<file path="src/rtl/uart_tx_if.sv">
// uart_tx_if: word handshake plus serial line and frame status of the UART transmitter
interface uart_tx_if #(parameter int DATA_W = 8);
  logic [DATA_W-1:0] data_in;
  logic valid_in;
  logic ready_out;
  logic tx;
  logic busy;
  logic frame_done;
  modport master(output data_in, valid_in, input ready_out, tx, busy, frame_done);
  modport slave(input data_in, valid_in, output ready_out, tx, busy, frame_done);
endinterface

</file>
<file path="src/rtl/uart_tx_framer.sv">
// uart_tx_framer: one-word holding register feeding a start/data/parity/stop serialiser
module uart_tx_framer #(
  parameter int DATA_W = 8,
  parameter int CLKS_PER_BIT = 16,
  parameter int PARITY_EN = 0,
  parameter int PARITY_ODD = 0,
  parameter int STOP_BITS = 1
) (
  input logic clk,
  input logic reset,
  uart_tx_if.slave bus
);
  localparam int BW = $clog2(CLKS_PER_BIT);
  localparam int NW = $clog2(DATA_W);
  localparam logic [BW-1:0] BAUD_LAST = BW'(CLKS_PER_BIT - 1);
  localparam logic [NW-1:0] DATA_LAST = NW'(DATA_W - 1);
  localparam logic [NW-1:0] STOP_LAST = NW'(STOP_BITS - 1);
  typedef enum logic [2:0] {IDLE, START, DATA, PARITY, STOP} state_t;
  state_t state, state_n;
  logic [BW-1:0] baud, baud_n;
  logic [NW-1:0] bit_cnt, bit_n;
  logic [DATA_W-1:0] hold, shift, shift_n;
  logic hold_valid, hold_valid_n, par, par_n, tx_q, tx_n, ready_q, unload, bit_end, accept;
  assign accept = bus.valid_in & ready_q;
  assign bit_end = baud == BAUD_LAST;
  assign bus.ready_out = ready_q;
  assign bus.tx = tx_q;
  assign bus.busy = state != IDLE;
  assign bus.frame_done = state == STOP && bit_end && bit_cnt == STOP_LAST;
  always_comb begin
    state_n = state;
    baud_n = (state == IDLE || bit_end) ? '0 : baud + 1'b1;
    bit_n = bit_cnt;
    shift_n = shift;
    par_n = par;
    tx_n = tx_q;
    unload = 1'b0;
    case (state)
      IDLE: unload = hold_valid;
      START: if (bit_end) begin
        state_n = DATA;
        tx_n = shift[0];
      end
      DATA: if (bit_end) begin
        shift_n = shift >> 1;
        tx_n = shift[1];
        bit_n = bit_cnt == DATA_LAST ? '0 : bit_cnt + 1'b1;
        if (bit_cnt == DATA_LAST) begin
          state_n = (PARITY_EN != 0) ? PARITY : STOP;
          tx_n = (PARITY_EN != 0) ? par : 1'b1;
        end
      end
      PARITY: if (bit_end) begin
        state_n = STOP;
        tx_n = 1'b1;
      end
      STOP: if (bit_end) begin
        bit_n = bit_cnt == STOP_LAST ? '0 : bit_cnt + 1'b1;
        if (bit_cnt == STOP_LAST) begin
          state_n = IDLE;
          unload = hold_valid;
        end
      end
      default: state_n = IDLE;
    endcase
    // loading the next word overrides whatever the current state decided
    if (unload) begin
      state_n = START;
      shift_n = hold;
      par_n = ^hold ^ (PARITY_ODD != 0);
      tx_n = 1'b0;
      baud_n = '0;
      bit_n = '0;
    end
    hold_valid_n = accept | (hold_valid & ~unload);
  end
  always_ff @(posedge clk) begin
    if (reset) begin
      state <= IDLE;
      baud <= '0;
      bit_cnt <= '0;
      tx_q <= 1'b1;
      ready_q <= 1'b1;
      hold_valid <= 1'b0;
    end else begin
      state <= state_n;
      baud <= baud_n;
      bit_cnt <= bit_n;
      tx_q <= tx_n;
      ready_q <= ~hold_valid_n;
      hold_valid <= hold_valid_n;
    end
  end
  always_ff @(posedge clk) begin
    shift <= shift_n;
    par <= par_n;
    if (accept) hold <= bus.data_in;
  end
endmodule
</file>
<file path="src/flat_wrapper.sv">
// flat-port wrapper written by rule: the top's interface ports become plain ports
module uart_tx_framer_flat 
#(
  parameter int DATA_W = 8,
  parameter int CLKS_PER_BIT = 16,
  parameter int PARITY_EN = 0,
  parameter int PARITY_ODD = 0,
  parameter int STOP_BITS = 1
)
  (clk, reset, bus_data_in, bus_valid_in, bus_ready_out, bus_tx, bus_busy, bus_frame_done);
  uart_tx_if #(.DATA_W(DATA_W)) bus_i ();
  input logic clk;
  input logic reset;
  input wire logic [$bits(bus_i.data_in)-1:0] bus_data_in;
  input wire logic [$bits(bus_i.valid_in)-1:0] bus_valid_in;
  output wire logic [$bits(bus_i.ready_out)-1:0] bus_ready_out;
  output wire logic [$bits(bus_i.tx)-1:0] bus_tx;
  output wire logic [$bits(bus_i.busy)-1:0] bus_busy;
  output wire logic [$bits(bus_i.frame_done)-1:0] bus_frame_done;
  assign bus_i.data_in = bus_data_in;
  assign bus_i.valid_in = bus_valid_in;
  assign bus_ready_out = bus_i.ready_out;
  assign bus_tx = bus_i.tx;
  assign bus_busy = bus_i.busy;
  assign bus_frame_done = bus_i.frame_done;
  uart_tx_framer #(.DATA_W(DATA_W), .CLKS_PER_BIT(CLKS_PER_BIT), .PARITY_EN(PARITY_EN), .PARITY_ODD(PARITY_ODD), .STOP_BITS(STOP_BITS)) u_core (.clk(clk), .reset(reset), .bus(bus_i));
endmodule
</file>
<file path="config.mk">
export PLATFORM = sky130hd
export DESIGN_NAME = uart_tx_framer_flat
export DESIGN_NICKNAME = d
export VERILOG_FILES = /design/src/rtl/uart_tx_if.sv /design/src/rtl/uart_tx_framer.sv /design/src/flat_wrapper.sv
export SDC_FILE = /design/constraint.sdc
export NUM_CORES = 1
export LEC_CHECK = 0
export CAP_MARGIN = 20
export CORE_MARGIN = 3
export CORE_UTILIZATION = 25
export CTS_BUF_LIST = sky130_fd_sc_hd__clkbuf_4
export DETAILED_ROUTE_END_ITERATION = 12
export GPL_ROUTABILITY_DRIVEN = 1
export PLACE_DENSITY_LB_ADDON = 0.25
export SLEW_MARGIN = 5
export SYNTH_ARGS = -nofsm -noshare
export SYNTH_HDL_FRONTEND = slang
export SYNTH_SLANG_ARGS = --single-unit
</file>
<file path="constraint.sdc">
create_clock -name clk -period 3.92 [get_ports clk]
set_input_delay 0.784 -clock clk [delete_from_list [all_inputs] [get_ports clk]]
set_output_delay 0.784 -clock clk [all_outputs]
set_load 0.1 [all_outputs]
</file>
==> results.tsv, run 1 <==
stage	metric	value	unit
status	status	complete, no violations	
synth	synth.most_common_cell	edfxtp_1	
sta	post-route-period-util	74.7	%
sta	setup_tns	0	ps
sta	max_slew.worst_pin.slew	965	ps
synth	ys_seq_area_share	58.3	%
die	rows	25	
drt	via_per_inst	4.17	
clocking	ctsResizeCount	0	
critical_path	cp.arrival	2140	ps
synth	yosys-top-cells-area	edfxtp_1 (38%), dfxtp_1 (20%), mux2_4 (5.9%), ha_1 (3.9%), nor2_1 (3.2%)	
sta	finClkSkew	3.86	ps
cells_and_area	fin_util	32.3	%
placed_design	portBuffers	14	
critical_path	path_class	flop to output port	
clocking	clkLatencyLatePin	320	ps
clocking	clk_pin_slew	90	ps
drt	via_count	796	
critical_path	startpoint_type	flop	
critical_path	crit_fanout	10	
clocking	cts-root-buf	clkbuf_4	
clocking	cts_tree	done	
clocking	postCtsSetupRepairBufs	0	
global_route	gr-total-overflow	0	
drt	drt-pass1-iter-count	4	
pwr	power_per_cell_area	427	mW/mm²
pwr	p_leak	0.575	nW
global_route	grt_use_total	7.51	%
die	io_pins	15	
sta	relSlewSlack	35.4	%
critical_path	cp_num_cells	2	
run	maxCapViolCount	0	
critical_path	crit_path_end_kind	output port	
critical_path	slowest_delay	1130	ps
sta	drv_slew	0	
global_route	grt_max_degree	13	
drt	drt_iter0_markers	14	
critical_path	ff2ff_path_depth	6	
sta	setup_viol	0	
sta	fmax	0.342	GHz
pwr	ir_drop	159	µV
min_path	hold_depth	1	
cells_and_area	syn_to_final_growth	22.4	%
die	initial_core_util	26.4	%
global_route	antenna_found_initial	0	
critical_path	worst_path_max_delay_cell	clkdlybuf4s50_1	
synth	syn_nets	118	
synth	yosysTopAreaCell	edfxtp_1	
sta	min_period	2930	ps
clocking	cts_buffers	5	
global_route	grt_pass1_wl	3.39	mm
critical_path	critPathBufInv	1	
synth	synth_top_family_by_area	simple AND/OR/NAND/NOR gates	
clocking	clock_path_buffers	2	
clocking	cts_htree_levels	2	
synth	synth_flop_cell	edfxtp_1	
synth	synth-xor-area-share	1.38	%
synth	synth_fa_ha_area_share	3.94	%
synth	yosys.area_share.simple	14.7	%
die	die_area	0.00598	mm²
die	fp.dieH	77.3	µm
placed_design	dp_hpwl	1.47	mm
clocking	clkSinkCount	29	
global_route	first_global_vias	758	
clocking	hold_buffers	0	
synth	synth_edf_count	16	
drt	drtAntennaViolNets	0	
synth	netlist_area	0.00127	mm²
placed_design	gp_congestion	0.765	
synth	synth-compound-area-share	9.35	%
synth	synth_warnings	0	
synth	synthTopCellsByCount	edfxtp_1 (16), dfxtp_1 (13), nor2_1 (11)	
synth	syn_avg_cell_area	12.3	µm²
drt	wl_per_cell	10.6	µm
die	core	0.00482	mm²
min_path	hp-class	flop to flop	
critical_path	path_cells	or3_1 -> clkdlybuf4s50_1	
synth	synth_seq_cells	29	
cells_and_area	drive_gt1_share	15.3	%
synth	synth_cell_type_count	37	
synth	syn_inst	103	
sta	hold_viol	0	
critical_path	required	3140	ps
synth	synth_top_area_share	37.8	%
critical_path	path_delay_family	buffers and inverters	
synth	synth_mux_area_share	8.46	%
cells_and_area	fin_nets	138	
sta	grt_setup_unrepaired	false	
cells_and_area	fillers	505	
drt	drt_wl_total	2.03	mm
cells_and_area	diodes	0	
synth	synthArstFlopShare	0	%
die	die_w	77.3	µm
drt	drc	0	
cells by family (layout without fill, tap and decap cells):
family	Yosys count	count (layout)
AOI/OAI and AO/OA	17	17
xor gates and xnor gates	2	2
DFF	29	29
muxes	8	8
adders and majority gates	4	4
and+or+nand+nor	34	34
buffers and inverters	9	30
sequential cells by signal, summed over array words and instances (netlist names):
register	flops
u_core.bus.tx	1
u_core.bus.ready_out	1
u_core.baud	4
u_core.hold_valid	1
u_core.hold	8
u_core.bit_cnt	3
u_core.shift	8
u_core.state	3
layout make-up:
cell class	instances	area [µm²]	area share, %
inverter	6	22.5	1.45
multi-input combinational	65	480	30.9
clock buffer	6	45.0	2.89
sequential	29	741	47.6
clock inverter	2	33.8	2.17
timing repair buffer	16	150	9.65
tap	67	83.8	5.39
worst paths after layout:
path,start,end,slack (ps)
worst max register to register,u_core.bit_cnt[0],u_core.shift[1],2030
worst min-delay path,u_core.baud[0],u_core.baud[0],450
worst min register to register,u_core.baud[0],u_core.baud[0],450
worst max-delay path,u_core.state[2],bus_busy,990
metrics by stage:
step / setup slack [ps] / cells / hold slack (ps) / instance area (µm²) / total power, W
CTS: 983 / 190 / 452 / 1550 / 0.000676
detailed placement: 1350 / 182 / 439 / 1470 / 0.000434
finish: 992 / 191 / 448 / 1560 / 0.000665
floorplan: 1070 / 103 / 418 / 1270 / 0.000410
global placement: 1350 / 182 / 430 / 1470 / 0.000433
global route: 908 / 191 / 491 / 1560 / 0.000703
placed cells by master (no fill, tap or decap), types with 4 or more instances in the layout:
cell / instances
edfxtp_1: 16
clkdlybuf4s50_1: 13
dfxtp_1: 13
nor2_1: 11
inv_1: 6
clkbuf_4: 6
mux2_4: 5
nand2b_1: 4
nand2_1: 4
nand3_1: 4
a21oi_1: 4
ha_1: 4
report_power, final:
group | internal, W | leakage [nW] | switching (W)
Combinational | 0.0000338 | 0.275 | 0.0000446
Sequential | 0.000340 | 0.258 | 0.00000751
Clock | 0.000140 | 0.0433 | 0.0000991
metal layers:
metal	part of all wire (%)	GRT usage, %
met1	47	9.00
met2	45	10.9
met3	5.8	3.64
met4	2.3	4.27
met5	0	0
(Power assumes the default switching activity.)
==> inputs of run 2 (changes only) <==
Clock period 3.92 ns to 2.7 ns, I/O delays scaled along.
==> results.tsv, run 2 (synthesized netlist as in run 1, its figures left out) <==
stage	metric	value	unit
sta	drv_slew	0	
drt	wl_per_cell	11.2	µm
cells_and_area	fillers	508	
critical_path	startpoint_type	flop	
drt	route.met2.wl	969	µm
sta	fmax	0.453	GHz
critical_path	crit_path_end_kind	output port	
cells_and_area	mostFrequentLayoutCell	edfxtp_1	
drt	met1_length	988	µm
global_route	grt_use_total	8.15	%
drt	top_layer	met4	
sta	setup_tns	0	ps
drt	drt_wl_total	2.14	mm
critical_path	required	2160	ps
sta	finClkSkew	9.73	ps
cells_and_area	fin_nets	138	
critical_path	crit_fanout	4	
clocking	cts_buffers	5	
drt	drt_iter0_markers	36	
die	die_w	77.3	µm
clocking	clock_path_buffers	2	
sta	post-route-period-util	81.8	%
die	io_pins	15	
clocking	ctsResizeCount	0	
global_route	gr-total-overflow	0	
clocking	cts_tree	done	
placed_design	portBuffers	14	
clocking	clk_pin_slew	100	ps
die	initial_core_util	26.4	%
min_path	hp-class	flop to flop	
cells_and_area	drive_gt1_share	17.7	%
placed_design	dp_hpwl	1.53	mm
global_route	grt_max_degree	11	
sta	whs	456	ps
run	maxCapViolCount	0	
cells_and_area	diodes	0	
drt	drc	0	
pwr	p_leak	0.573	nW
sta	timing.final.ws_setup	491	ps
sta	relSlewSlack	77.6	%
cells_and_area	syn_to_final_growth	21.9	%
drt	via_per_inst	4.39	
placed_design	place_ws	690	ps
placed_design	dp.cells	182	
clocking	postCtsSetupRepairBufs	0	
sta	min_period	2210	ps
clocking	hold_buffers	0	
clocking	clkLatencyLatePin	320	ps
sta	max_slew.worst_pin.slew	335	ps
die	core	0.00482	mm²
drt	drt-pass1-iter-count	4	
die	rows	25	
die	die_area	0.00598	mm²
die	fp.dieH	77.3	µm
sta	setup_viol	0	
cells_and_area	biggestRegsByFlops	u_core.hold: 8 flops, u_core.shift: 8 flops, u_core.baud: 4 flops	
sta	grt_setup_unrepaired	false	
drt	via_count	838	
status	status	complete, no violations	
global_route	antenna_found_initial	0	
critical_path	cp.arrival	1670	ps
global_route	grt_pass1_wl	3.75	mm
critical_path	path_class	flop to output port	
cells_and_area	finalNonFillerCells	191	
drt	drtAntennaViolNets	0	
pwr	power_per_cell_area	624	mW/mm²
pwr	power	0.000967	W
sta	hold_viol	0	
cells_and_area	final_cell_mix	edfxtp_1 (16), dfxtp_1 (13), nor2_1 (11), clkdlybuf4s50_1 (10), inv_1 (6)	
drt	wl_met3	127	µm
placed_design	gp_congestion	0.840	
clocking	cts_htree_levels	2	
global_route	first_global_vias	860	
clocking	clkSinkCount	29	
pwr	ir_drop	273	µV
clocking	cts-root-buf	clkbuf_4	
run 2: cell types whose count changed in the layout (fill, tap and decap cells not counted):
cell and change:
buf_4 +3, clkinvlp_4 +1, clkdlybuf4s50_1 -3, clkbuf_4 -1
run 2: critical path, stage by stage, from the launching register on:
cell and delay, ps:
dfxtp_1 340, inv_1 70, ha_1 170, nor2b_1 250
nand3_1 110, nor2_1 110, buf_4 300
run 2: stage by stage:
step                      instance area (µm²)  util (%)
after global placement                   1470      30.4
after global routing                     1550      32.2
after CTS                                1540      32.1
after floorplan                          1270         -
after detailed placement                 1470      30.4
final                                    1550      32.2
run 2: path summary, 6_finish.rpt:
kind	depth (start not counted)	endpoint	slack, ps	from
max reg2reg	6	u_core.shift[1]	690	u_core.bit_cnt[0]
min reg2reg	1	u_core.baud[0]	460	u_core.baud[0]
max	6	bus_frame_done	490	u_core.bit_cnt[0]
min	1	u_core.baud[0]	460	u_core.baud[0]
run 2: metal layers:
metal / vias up / track usage (%)
met4: 0 / 5.87
met1: 394 / 8.84
met3: 7 / 3.87
met2: 22 / 12.3
li1: 415 / -
met5: - / 0
run 2: report_power, final:
part / internal [W] / total (W) / switching, W
Combinational: 0.0000475 / 0.000112 / 0.0000649
Clock: 0.000192 / 0.000348 / 0.000157
Sequential: 0.000494 / 0.000506 / 0.0000117
run 2: area by class of cell:
cell class	instances	area, µm²	share of cell area, %
Timing Repair Buffer	16	143	9.21
Clock buffer	5	37.5	2.42
Inverter	6	22.5	1.45
Tap cell	67	83.8	5.41
Clock inverter	3	41.3	2.67
Sequential cell	29	741	47.8
Multi-Input combinational cell	65	480	31.0
==> inputs of run 3 (changes only) <==
Clock period 2.7 ns to 2.2 ns, I/O delays scaled along.
==> results.tsv, run 3 (synthesized netlist as in run 1, its figures left out) <==
stage	metric	value	unit
clocking	cts_tree	done	
cells_and_area	fin_nets	139	
cells_and_area	fillers	502	
drt	via_per_inst	4.48	
global_route	grt_pass1_wl	3.94	mm
critical_path	required	2280	ps
critical_path	cp.arrival	2140	ps
sta	drv_slew	0	
sta	fmax	0.485	GHz
sta	grt_setup_unrepaired	false	
clocking	cts_htree_levels	2	
placed_design	dp_hpwl	1.67	mm
global_route	gr-total-overflow	0	
sta	finClkSkew	16.6	ps
drt	route.met2.wl	1.09	mm
cells_and_area	biggestRegsByFlops	u_core.hold: 8 flops, u_core.shift: 8 flops, u_core.baud: 4 flops	
sta	relSlewSlack	72.0	%
pwr	ir_drop	331	µV
status	status	complete, no violations	
clocking	clkLatencyLatePin	330	ps
drt	drt-pass1-iter-count	4	
global_route	grt_max_degree	11	
die	die_w	77.3	µm
drt	top_layer	met4	
sta	hold_viol	0	
drt	wl_per_cell	12.0	µm
drt	wl_met3	134	µm
drt	drtAntennaViolNets	0	
sta	min_period	2060	ps
sta	setup_viol	0	
critical_path	crit_fanout	8	
placed_design	dpl_cell_area	0.00149	mm²
die	rows	25	
die	core	0.00482	mm²
critical_path	startpoint_type	flop	
clocking	clock_path_buffers	2	
global_route	first_global_vias	848	
critical_path	path_class	flop to flop	
die	fp.dieH	77.3	µm
run	maxCapViolCount	0	
sta	max_slew.worst_pin.slew	415	ps
pwr	power_per_cell_area	696	mW/mm²
critical_path	crit_path_end_kind	flop	
cells_and_area	syn_to_final_growth	21.9	%
die	io_pins	15	
pwr	p_leak	0.579	nW
drt	via_count	860	
clocking	clk_pin_slew	100	ps
drt	drc	0	
global_route	grt_use_total	8.83	%
sta	post-route-period-util	93.7	%
clocking	clkSinkCount	29	
cells_and_area	drive_gt1_share	20.8	%
clocking	cts-root-buf	clkbuf_4	
sta	setup_tns	0	ps
die	die_area	0.00598	mm²
cells_and_area	stdcell_area	0.00155	mm²
cells_and_area	mostFrequentLayoutCell	edfxtp_1	
drt	met1_length	1.01	mm
die	initial_core_util	26.4	%
min_path	hp-class	flop to flop	
placed_design	portBuffers	14	
cells_and_area	diodes	0	
drt	drt_wl_total	2.30	mm
global_route	antenna_found_initial	0	
clocking	cts_buffers	5	
drt	drt_iter0_markers	56	
cells_and_area	final_cell_mix	edfxtp_1 (16), dfxtp_1 (13), nor2_1 (10), clkdlybuf4s50_1 (10)	
placed_design	gp_congestion	0.784	
==> run 3: changes by cell type in the layout (fill, tap and decap cells not counted) <==
| cell | delta |
|---|---|
| bufinv_16 | -1 |
| nor2_1 | -1 |
| nor2_2 | +1 |
| clkinvlp_4 | -1 |
| buf_12 | +1 |
| clkbuf_4 | +1 |
| clkinv_2 | +2 |
| clkinv_1 | -1 |
| nor2b_2 | +1 |
| nor2b_1 | -1 |
==> run 3: area by class of cell <==
class	instances	area, µm²	area share, %
multi-input combinational	65	485	31.3
inverter	6	22.5	1.45
clock inverter	2	10.0	0.646
tap	67	83.8	5.41
timing repair buffer	17	163	10.5
clock buffer	6	45.0	2.91
sequential	29	741	47.8
==> run 3: what timing repair did <==
action                     in CTS  in global routing
buffers inserted                0                  0
setup endpoints to repair       0                  1
resized for setup               0                  1
hold buffers                    0                  0
==> run 3: worst paths after layout <==
kind	from	endpoint	slack, ps	cells after the start
max reg2reg	u_core.bit_cnt[0]	u_core.shift[1]	140	6
max	u_core.bit_cnt[0]	u_core.shift[1]	140	6
min reg2reg	u_core.baud[0]	u_core.baud[0]	460	1
min	u_core.baud[0]	u_core.baud[0]	460	1
==> run 3: through the flow <==
stage          worst slack, ps  total power [W]  hold slack, ps  utilization (%)  std cells
3_5_place_dp               165         0.000773             447             30.9        183
6_report                   139          0.00108             455             32.2        192
4_1_cts                   87.3          0.00110             460             32.0        191
3_3_place_gp               223         0.000769             432             30.9        183
2_1_floorplan              143         0.000731             418                -        103
5_1_grt                   51.3          0.00115             492             32.2        192
==> run 3: worst max-delay path, stage by stage, from the launching register on <==
cell	delay, ps
dfxtp_1	380
inv_1	70
ha_1	210
and4b_1	210
a41oi_2	340
buf_4	250
mux2_2	350
==> run 3: layer usage <==
layer,global-route usage (%),up-vias
li1,-,421
met1,10.1,412
met2,13.3,21
met3,4.58,6
met4,4.80,0
met5,0,-
==> run 3: power breakdown <==
group / internal [W] / switching, W / total, W / leakage, nW
Combinational: 0.0000585 / 0.0000804 / 0.000139 / 0.286
Sequential: 0.000607 / 0.0000146 / 0.000621 / 0.258
Clock: 0.000134 / 0.000186 / 0.000319 / 0.0354
